### src/rtl/sysop_unit.sv
// sysop_unit -- execute-side front end for SYSTEM-opcode instructions.
//
// Accepts one SYSTEM instruction per handshake. It decodes ECALL, MRET and the
// six CSRR* forms into a cause/tval/wdata request for the downstream csr block.
// A CSR op captures the old CSR value and writes it back to the register file.
// ECALL/MRET wait for the csr trap pulse and forward it to fetch as a redirect.
//
// Ports:
//   clk, rst_n                 clock, asynchronous active-low reset
//   in_valid/in_ready          instruction handshake (in_ready == state IDLE)
//   inst, in_pc, rs1_data      instruction word, its PC, rs1 operand
//   flush                      pipeline kill (only suppresses the writeback)
//   csr_pc/csr_cause/csr_tval/csr_wdata   request to csr, driven during ISSUE
//   csr_rdata                  old CSR value, sampled only in ISSUE
//   trap_en/trap_pc            trap response from csr
//   wb_valid/wb_rd/wb_data     register-file writeback
//   redirect_en/redirect_pc    fetch redirect
//   illegal                    one-cycle pulse on an unsupported encoding
//   timeout_err                one-cycle pulse on trap timeout
//
// Configuration macro: SYSOP_TRAP_TIMEOUT_EN
//   When defined, WAIT_TRAP gives up after TRAP_TIMEOUT cycles without
//   trap_en and pulses timeout_err. When undefined, WAIT_TRAP waits forever
//   and timeout_err is tied to 0.

module sysop_unit #(
    parameter int TRAP_TIMEOUT = 4
) (
    input  logic        clk,
    input  logic        rst_n,
    input  logic        in_valid,
    output logic        in_ready,
    input  logic [31:0] inst,
    input  logic [63:0] in_pc,
    input  logic [63:0] rs1_data,
    input  logic        flush,
    output logic [63:0] csr_pc,
    output logic [4:0]  csr_cause,
    output logic [63:0] csr_tval,
    output logic [63:0] csr_wdata,
    input  logic [63:0] csr_rdata,
    input  logic        trap_en,
    input  logic [63:0] trap_pc,
    output logic        wb_valid,
    output logic [4:0]  wb_rd,
    output logic [63:0] wb_data,
    output logic        redirect_en,
    output logic [63:0] redirect_pc,
    output logic        illegal,
    output logic        timeout_err
);

    localparam logic [4:0] SYSOP_NONE  = 5'd0;
    localparam logic [4:0] SYSOP_CSR_W = 5'd1;
    localparam logic [4:0] SYSOP_CSR_S = 5'd2;
    localparam logic [4:0] SYSOP_CSR_C = 5'd3;
    localparam logic [4:0] SYSOP_ECALL = 5'd4;
    localparam logic [4:0] SYSOP_RET   = 5'd5;

    localparam logic [6:0] OPC_SYSTEM  = 7'b1110011;

    typedef enum logic [1:0] {
        IDLE      = 2'd0,
        ISSUE     = 2'd1,
        WB        = 2'd2,
        WAIT_TRAP = 2'd3
    } state_t;

    // Map an instruction word to its csr cause; SYSOP_NONE marks it illegal.
    function automatic logic [4:0] decode_cause(input logic [31:0] w);
        logic [4:0] c;
        c = SYSOP_NONE;
        if (w[6:0] != OPC_SYSTEM) begin
            c = SYSOP_NONE;
        end else begin
            case (w[14:12])
                3'b000: begin
                    if (w[31:20] == 12'h000) begin
                        c = SYSOP_ECALL;
                    end else if (w[31:20] == 12'h302) begin
                        c = SYSOP_RET;
                    end else begin
                        c = SYSOP_NONE;
                    end
                end
                3'b001, 3'b101: c = SYSOP_CSR_W;
                3'b010, 3'b110: c = SYSOP_CSR_S;
                3'b011, 3'b111: c = SYSOP_CSR_C;
                default:        c = SYSOP_NONE;
            endcase
        end
        return c;
    endfunction

    // True for the three CSR read-modify-write causes.
    function automatic logic is_csr_op(input logic [4:0] c);
        return (c == SYSOP_CSR_W) || (c == SYSOP_CSR_S) || (c == SYSOP_CSR_C);
    endfunction

    state_t      state_r;
    state_t      next_state_s;
    logic        accept_s;
    logic [4:0]  dec_cause_s;
    logic [63:0] dec_wdata_s;
    logic        to_expired_s;

    logic [4:0]  cause_r;
    logic [11:0] tval_r;
    logic [63:0] wdata_r;
    logic [63:0] pc_r;
    logic [4:0]  rd_r;
    logic [63:0] rdata_r;
    logic        illegal_r;

    assign in_ready    = (state_r == IDLE);
    assign accept_s    = in_valid && in_ready;
    assign dec_cause_s = decode_cause(inst);
    // funct3[2] selects the immediate forms, whose operand is the rs1 field.
    assign dec_wdata_s = !is_csr_op(dec_cause_s) ? 64'd0 :
                         inst[14] ? {59'd0, inst[19:15]} : rs1_data;
    assign illegal     = illegal_r;

`ifdef SYSOP_TRAP_TIMEOUT_EN
    logic [31:0] to_cnt_r;

    // Wait-cycle counter: zeroed while in ISSUE so it starts clean on entry.
    always_ff @(posedge clk or negedge rst_n) begin
        if (!rst_n) begin
            to_cnt_r <= 32'd0;
        end else if (state_r == ISSUE) begin
            to_cnt_r <= 32'd0;
        end else if (state_r == WAIT_TRAP) begin
            to_cnt_r <= to_cnt_r + 32'd1;
        end else begin
            to_cnt_r <= to_cnt_r;
        end
    end

    assign to_expired_s = (to_cnt_r == 32'(TRAP_TIMEOUT - 1));
    assign timeout_err  = (state_r == WAIT_TRAP) && !trap_en && to_expired_s;
`else
    logic unused_cfg_s;
    assign unused_cfg_s = (TRAP_TIMEOUT == 0);
    assign to_expired_s = 1'b0;
    assign timeout_err  = 1'b0;
`endif

    // State register.
    always_ff @(posedge clk or negedge rst_n) begin
        if (!rst_n) begin
            state_r <= IDLE;
        end else begin
            state_r <= next_state_s;
        end
    end

    // Latch the decoded request on accept; illegal encodings load too but never issue.
    always_ff @(posedge clk or negedge rst_n) begin
        if (!rst_n) begin
            cause_r <= SYSOP_NONE;
            tval_r  <= 12'd0;
            wdata_r <= 64'd0;
            pc_r    <= 64'd0;
            rd_r    <= 5'd0;
        end else if (accept_s) begin
            cause_r <= dec_cause_s;
            tval_r  <= inst[31:20];
            wdata_r <= dec_wdata_s;
            pc_r    <= in_pc;
            rd_r    <= inst[11:7];
        end else begin
            cause_r <= cause_r;
            tval_r  <= tval_r;
            wdata_r <= wdata_r;
            pc_r    <= pc_r;
            rd_r    <= rd_r;
        end
    end

    // Old CSR value, captured at the edge where the csr write commits.
    always_ff @(posedge clk or negedge rst_n) begin
        if (!rst_n) begin
            rdata_r <= 64'd0;
        end else if (state_r == ISSUE) begin
            rdata_r <= csr_rdata;
        end else begin
            rdata_r <= rdata_r;
        end
    end

    // Illegal pulse: one cycle after accepting an unsupported encoding.
    always_ff @(posedge clk or negedge rst_n) begin
        if (!rst_n) begin
            illegal_r <= 1'b0;
        end else begin
            illegal_r <= accept_s && (dec_cause_s == SYSOP_NONE);
        end
    end

    // Next-state and output decode.
    always_comb begin
        next_state_s = state_r;
        csr_pc       = 64'd0;
        csr_cause    = SYSOP_NONE;
        csr_tval     = 64'd0;
        csr_wdata    = 64'd0;
        wb_valid     = 1'b0;
        wb_rd        = 5'd0;
        wb_data      = 64'd0;
        redirect_en  = 1'b0;
        redirect_pc  = 64'd0;
        case (state_r)
            IDLE: begin
                if (accept_s && (dec_cause_s != SYSOP_NONE)) begin
                    next_state_s = ISSUE;
                end else begin
                    next_state_s = IDLE;
                end
            end
            ISSUE: begin
                csr_pc    = pc_r;
                csr_cause = cause_r;
                csr_tval  = {52'd0, tval_r};
                csr_wdata = wdata_r;
                if (is_csr_op(cause_r)) begin
                    next_state_s = WB;
                end else begin
                    next_state_s = WAIT_TRAP;
                end
            end
            WB: begin
                wb_rd   = rd_r;
                wb_data = rdata_r;
                // flush only drops the register write; the csr side already committed.
                if ((rd_r != 5'd0) && !flush) begin
                    wb_valid = 1'b1;
                end else begin
                    wb_valid = 1'b0;
                end
                next_state_s = IDLE;
            end
            WAIT_TRAP: begin
                if (trap_en) begin
                    redirect_en  = 1'b1;
                    redirect_pc  = trap_pc;
                    next_state_s = IDLE;
                end else if (to_expired_s) begin
                    next_state_s = IDLE;
                end else begin
                    next_state_s = WAIT_TRAP;
                end
            end
            default: begin
                next_state_s = IDLE;
            end
        endcase
    end

endmodule
### config.mk
export PLATFORM = sky130hd
export DESIGN_NAME = sysop_unit
export DESIGN_NICKNAME = d
export VERILOG_FILES = /design/src/rtl/sysop_unit.sv
export SDC_FILE = /design/constraint.sdc
export NUM_CORES = 1
export LEC_CHECK = 0
export ABC_AREA = 1
export BUFFER_PORTS_ARGS = -buffer_cell sky130_fd_sc_hd__clkbuf_2
export CAP_MARGIN = 20
export CORE_AREA = 2 2 244 246
export CTS_BUF_LIST = sky130_fd_sc_hd__clkbuf_8 sky130_fd_sc_hd__clkbuf_16
export DETAILED_ROUTE_END_ITERATION = 12
export DIE_AREA = 0 0 246 248
export GPL_TIMING_DRIVEN = 0
export SYNTH_ARGS = -nofsm -noshare
export SYNTH_HDL_FRONTEND = slang
export SYNTH_SLANG_ARGS = --single-unit
### constraint.sdc
create_clock -name clk -period 2.1 [get_ports clk]
set_clock_uncertainty 0.15 [all_clocks]
set_input_delay 0.21 -clock clk [delete_from_list [all_inputs] [get_ports clk]]
set_output_delay 0.21 -clock clk [all_outputs]
set_load 0.05 [all_outputs]
## After elaboration in Yosys (flattened, before gate mapping)

Index checks and enable logic that the tools add are counted.
W data, S select, Z words.

| storage, ports and cells | value |
|---|---|
| bits in registers | 217 |
| logic and storage cells | 65 |
| bits of input ports | 293 |

| operators by class | value |
|---|---|
| reductions and logical operators | 18 |
| multiplexer cells | 22 |
| eq/ne operators | 17 |

Operators with widths:

| kind | count |
|---|---|
| $mux W64 | 7 |
| $eq A5 B2 Y1 const B | 4 |
| $mux W5 | 4 |
| $pmux W5 S4 | 1 |
| $eq A12 B10 Y1 const B | 1 |
| $logic_not A12 Y1 | 1 |
| $mux W12 | 1 |
| $eq A5 B1 Y1 const B | 2 |
| $reduce_bool A5 Y1 | 2 |
| $eq A3 B3 Y1 const B | 3 |
| $pmux W2 S4 | 1 |
| $ne A7 B7 Y1 const B | 1 |
| $eq A3 B2 Y1 const B | 2 |
| $mux W1 | 6 |
| $reduce_or A2 Y1 | 3 |
| $logic_not A5 Y1 | 1 |
| $eq A2 B2 Y1 const B | 2 |
| $logic_and A1 B1 Y1 | 4 |
| $logic_or A1 B1 Y1 | 4 |
| $eq A3 B1 Y1 const B | 1 |
| $logic_not A3 Y1 | 1 |
| $mux W3 | 1 |
| $eq A2 B1 Y1 const B | 1 |
| $logic_not A2 Y1 | 1 |
| other kinds (2) | 2 |

## Longest topological paths before layout

| depth | value |
|---|---|
| word-level depth | 9 |
| depth in mapped cells | 10 |
| gate-level depth less buffers | 9 |

## Worst setup path after synthesis

No wires, ideal clock.

| path | value |
|---|---|
| kind | register to register |
| from | reg state_r[1] |
| to | reg wdata_r[13] |
| stages on the path, launching flop included | 10 |
| arrival | 1.762 ns |
| path slack | 0.122 ns |
| data required time | 1.884 ns |
| clock period less this slack | 1.978 ns |
| library setup time | 0.066 ns |
| cells stage by stage | dfrtp_1 > nor2_2 > nand2_2 > inv_2 > nand2_2 > buf_2 > buf_6 > nor2_1 > nand3_1 > nand2_1 |

| on the way | value |
|---|---|
| longest elaborated chain between the ends | 2 |

Ends and longest elaborated chain:

| item | line | RTL |
|---|---|---|
| from (decl) | 100 | `state_t state_r;` |
| from (signal assigned) | 153 | `state_r <= next_state_s;` |
| $logic_not A2 Y1 | 115 | `assign in_ready = (state_r == IDLE);` |
| net in_ready | 32 | `output logic in_ready,` |
| $logic_and A1 B1 Y1 | 116 | `assign accept_s = in_valid && in_ready;` |
| to (signal assigned) | 168 | `wdata_r <= dec_wdata_s;` |
| to (signal assigned) | 174 | `wdata_r <= wdata_r;` |
| to (decl) | 109 | `logic [63:0] wdata_r;` |

The timed path passes the listed nets, and every way through them passes these cells.
A chain may end at the register's enable or synchronous reset.

## Worst setup path in the final report

| path | value |
|---|---|
| from | reg state_r[0] |
| to | out wb_valid |

| on the way | value |
|---|---|
| longest elaborated chain between the ends | 2 |

Ends and longest elaborated chain:

| item | line | RTL |
|---|---|---|
| $eq A2 B2 Y1 | 212 | `case (state_r)` |
| $mux W1 | 212 |  |
| to (decl) | 44 | `output logic wb_valid,` |

Every way passes these cells.

==> results.yml <==
floorplanning:
  dieHeight_microns: 248
  start_util_pct: 19.11
  core_area_sq_um: 58460
  dieArea_sq_um: 61010
  row_count: 89
  fp.dieW_microns: 246
  num_io_pins: 628
detailed_routing:
  routed_wl_mm: 55.60
  final_antenna_net_count: 0
  drtIter0Drc: 587
  first_pass_iters: 7
  vias: 13540
  drt-vias-per-instance: 4.108
  wire_per_inst_microns: 16.87
  drc: 0
yosys:
  synth_cells: 1596
  synth_edf_count: 0
  async_reset_ff_share_pct: 100.0
  synth.avg_cell_area_sq_um: 6.998
  synthDistinctLibCells: 20
  synthTopCellsByArea: "dfrtp_1 (48%), nor2_1 (14%), nand2_1 (10%)"
  synth_area_sq_um: 11170
  synth-simple-area-share_pct: 27.84
  ys_ff_latch: 215
  synth_top_family_by_area: "simple AND/OR/NAND/NOR gates"
  ys.flop_type: "dfrtp_1"
  synth_top_cell_by_area: "dfrtp_1"
  muxShareOfSynthArea_pct: 0
  synth_most_common_cell: "nor2_1"
  ys_seq_area_share_pct: 48.17
  yosys-top-cells-count: "nor2_1 (414), nand2_1 (304), inv_1 (278), dfrtp_1 (215), o21ai_0 (86)"
  synth_compound_area_share_pct: 6.945
  synth-adder-area-share_pct: 0
  synth_top_area_share_pct: 48.17
  yosysWarnings: 0
  yosys.area_share.xor_xnor_pct: 0
worst_hold_path:
  min_from: "inst[14]"
  hp-class: "in2reg"
  hold_path_end: "wdata_r[3]"
  hold_path_depth: 5
sta:
  relSlewSlack_pct: 55.60
  setup_viol: 246
  timing.fmax_mhz: 428.7
  finalCriticalPeriod_ns: 2.333
  fin_setup_tns_ns: -19.65
  layout_setup_ws_ns: -0.2325
  tightest_slew_ns: 0.6661
  final-hold-violation-count: 0
  slew_viol_final: 0
  period_share_pct: 111.1
  rsz0062_at_grt: "yes"
setup_path:
  r2r_end: "pc_r[54]"
  reg2reg_depth: 7
  worst_ep_arrival_time_ns: 1.97
  cp-end-kind: "primary output"
  crit_family: "buffers and inverters"
  reg2reg_from: "state_r[0]"
  r2r_slack_ns: 0.07
  cp_slowest_cell: "dfrtp_2"
  path_buf_inv: 4
  max_stage_delay_ns: 0.45
  critical_path_class: "reg2out"
  crit_chain: "nor2_4 > inv_8 > buf_12 > nor2_1 > o21ai_0 > inv_1 > buf_6"
  crit_fanout: 9
  cp-start-kind: "flip-flop"
  required_ns: 1.74
status:
  violations: "negative setup slack"
  status: "finished, violations left"
final_layout:
  drive_gt1_share_pct: 39.35
  nFillCells: 5489
  multi_input_area_sq_um: 5308
  area_delta_synth_final_pct: 104.3
  nets: 2797
  fin_cells: 3295
  register_area_sq_um: 5381
  finalInstanceArea_sq_um: 22820
placement:
  dpl.hpwl_mm: 36.38
  port-buffer-count: 571
  dp.cells: 2998
  placed_area_sq_um: 15290
  place_congestion: 0.8542
grt:
  grt_pass1_wl_mm: 73.86
  antenna_found_initial: 0
  gr-total-overflow: 0
  grt_pass1_vias: 12770
  grt_max_degree: 89
  grt_use_total_pct: 15.63
cts:
  h-tree-depth: 1
  cts.clk_slew.worst_paths_ns: 0.06
  clk-insertion-delay-late_ns: 0.56
  cts_sinks: 215
  cts_buffers: 26
  cts_root_buf: "clkbuf_16"
  clk_path_buf_depth: 3
  cts_tree: "built"
job:
  maxCapViolations: 0
power_and_ir_drop:
  p_per_area_nw_per_um2: 996.5
  power_w: 0.02274
  p_leak_nw: 11.37
  ir_drop_mv: 0.7250
==> through the flow <==
step / utilization [%] / worst slack (ns) / hold slack (ns)
finish: 39.03 / -0.2325 / 0.03240
global route: 39.02 / -0.2888 / 0.07483
CTS: 35.01 / -0.2851 / 0.01658
detailed placement: 26.16 / -0.7770 / 0.06087
global placement: 25.99 / -4.068 / 0.2666
floorplan: - / 0.1220 / -0.2356
==> per-layer routing <==
| metal | global-route usage, % | up-vias | part of all wire [%] |
|---|---|---|---|
| met5 | 0 | - | 0 |
| met4 | 5.829 | 0 | 4.6 |
| met3 | 4.282 | 140 | 8.1 |
| met2 | 26.50 | 620 | 49 |
| met1 | 18.86 | 6362 | 39 |
| li1 | - | 6414 | - |
==> cell usage in the layout (no fill, tap or decap), types with 2 or more instances in the layout <==
cell / synthesis / routed
dlygate4sd3_1: 0 / 222
buf_6: 6 / 84
buf_4: 56 / 77
buf_8: 0 / 143
nor2_1: 414 / 207
conb_1: 1 / 55
clkbuf_2: 0 / 300
nand2_4: 1 / 3
inv_1: 278 / 282
nand2_1: 304 / 300
bufinv_16: 0 / 4
clkbuf_8: 0 / 61
clkbuf_16: 0 / 38
inv_2: 3 / 2
dfrtp_1: 215 / 214
buf_2: 25 / 23
nand3_1: 68 / 67
a21oi_2: 0 / 2
a21oi_1: 69 / 67
clkbuf_1: 57 / 22
nor3_1: 2 / 2
nand2_2: 2 / 4
nand4_1: 2 / 2
clkinvlp_4: 0 / 2
buf_16: 0 / 4
nor2_4: 0 / 129
buf_12: 0 / 16
nor2_2: 1 / 79
clkbuf_4: 0 / 11
o21ai_0: 86 / 86
buf_1: 5 / 2
clkinv_2: 0 / 4
==> final cells by class <==
cell class                      instances  area share, %
Timing Repair Buffer                  825          34.55
Sequential cell                       215          23.59
Multi-Input combinational cell       1006          23.26
Buffer                                149          5.769
Inverter                              281          4.678
Tap cell                              773          4.239
Clock buffer                           30          3.142
Clock inverter                         15         0.7623
Antenna cell                            1        0.01097
==> power breakdown <==
group          internal, W  switching (W)
Clock              0.00290        0.00191
Combinational      0.00416        0.00790
Sequential         0.00547       0.000385
==> tightest hold or removal path: cells and delay by family <==
family                 cells  cell delay [ns]
AOI/OAI and AO/OA          1             0.09
buffers and inverters      1             0.14
and+or+nand+nor            3             0.24
==> logic make-up (layout without fill, tap and decap cells) <==
group | after synthesis | in the layout
and+or+nand+nor | 795 | 796
buffers and inverters | 430 | 1300
DFF | 215 | 215
AOI/OAI and AO/OA | 155 | 155
other | 1 | 56
==> how the worst max path moves through the flow <==
stage	to	slack (ns)	start	cells past startpoint
6_report	wb_valid	-0.23	state_r[0]	7
5_1_grt	wb_valid	-0.29	state_r[0]	7
3_3_place_gp	wdata_r[33]	-4.07	rst_n	1
4_1_cts	wb_valid	-0.29	state_r[0]	7
2_1_floorplan	wdata_r[13]	0.12	state_r[1]	9
3_5_place_dp	csr_pc[52]	-0.78	state_r[0]	5
==> flip-flops by register name, summed over array words and instances (netlist names) <==
| register | flops |
|---|---|
| illegal | 1 |
| rd_r | 5 |
| cause_r | 3 |
| pc_r | 64 |
| tval_r | 12 |
| wdata_r | 64 |
| rdata_r | 64 |
| state_r | 2 |
==> timing repair <==
| item | CTS | global route |
|---|---|---|
| pin swaps | 1 | 9 |
| setup buffers | 1 | 15 |
| endpoints found under the hold margin | 341 | 0 |
| resized for setup | 527 | 831 |
| gates cloned | 2 | 10 |
| setup endpoints to repair | 435 | 422 |
| hold buffers | 223 | 0 |
Power figures use the tool's default switching activity.
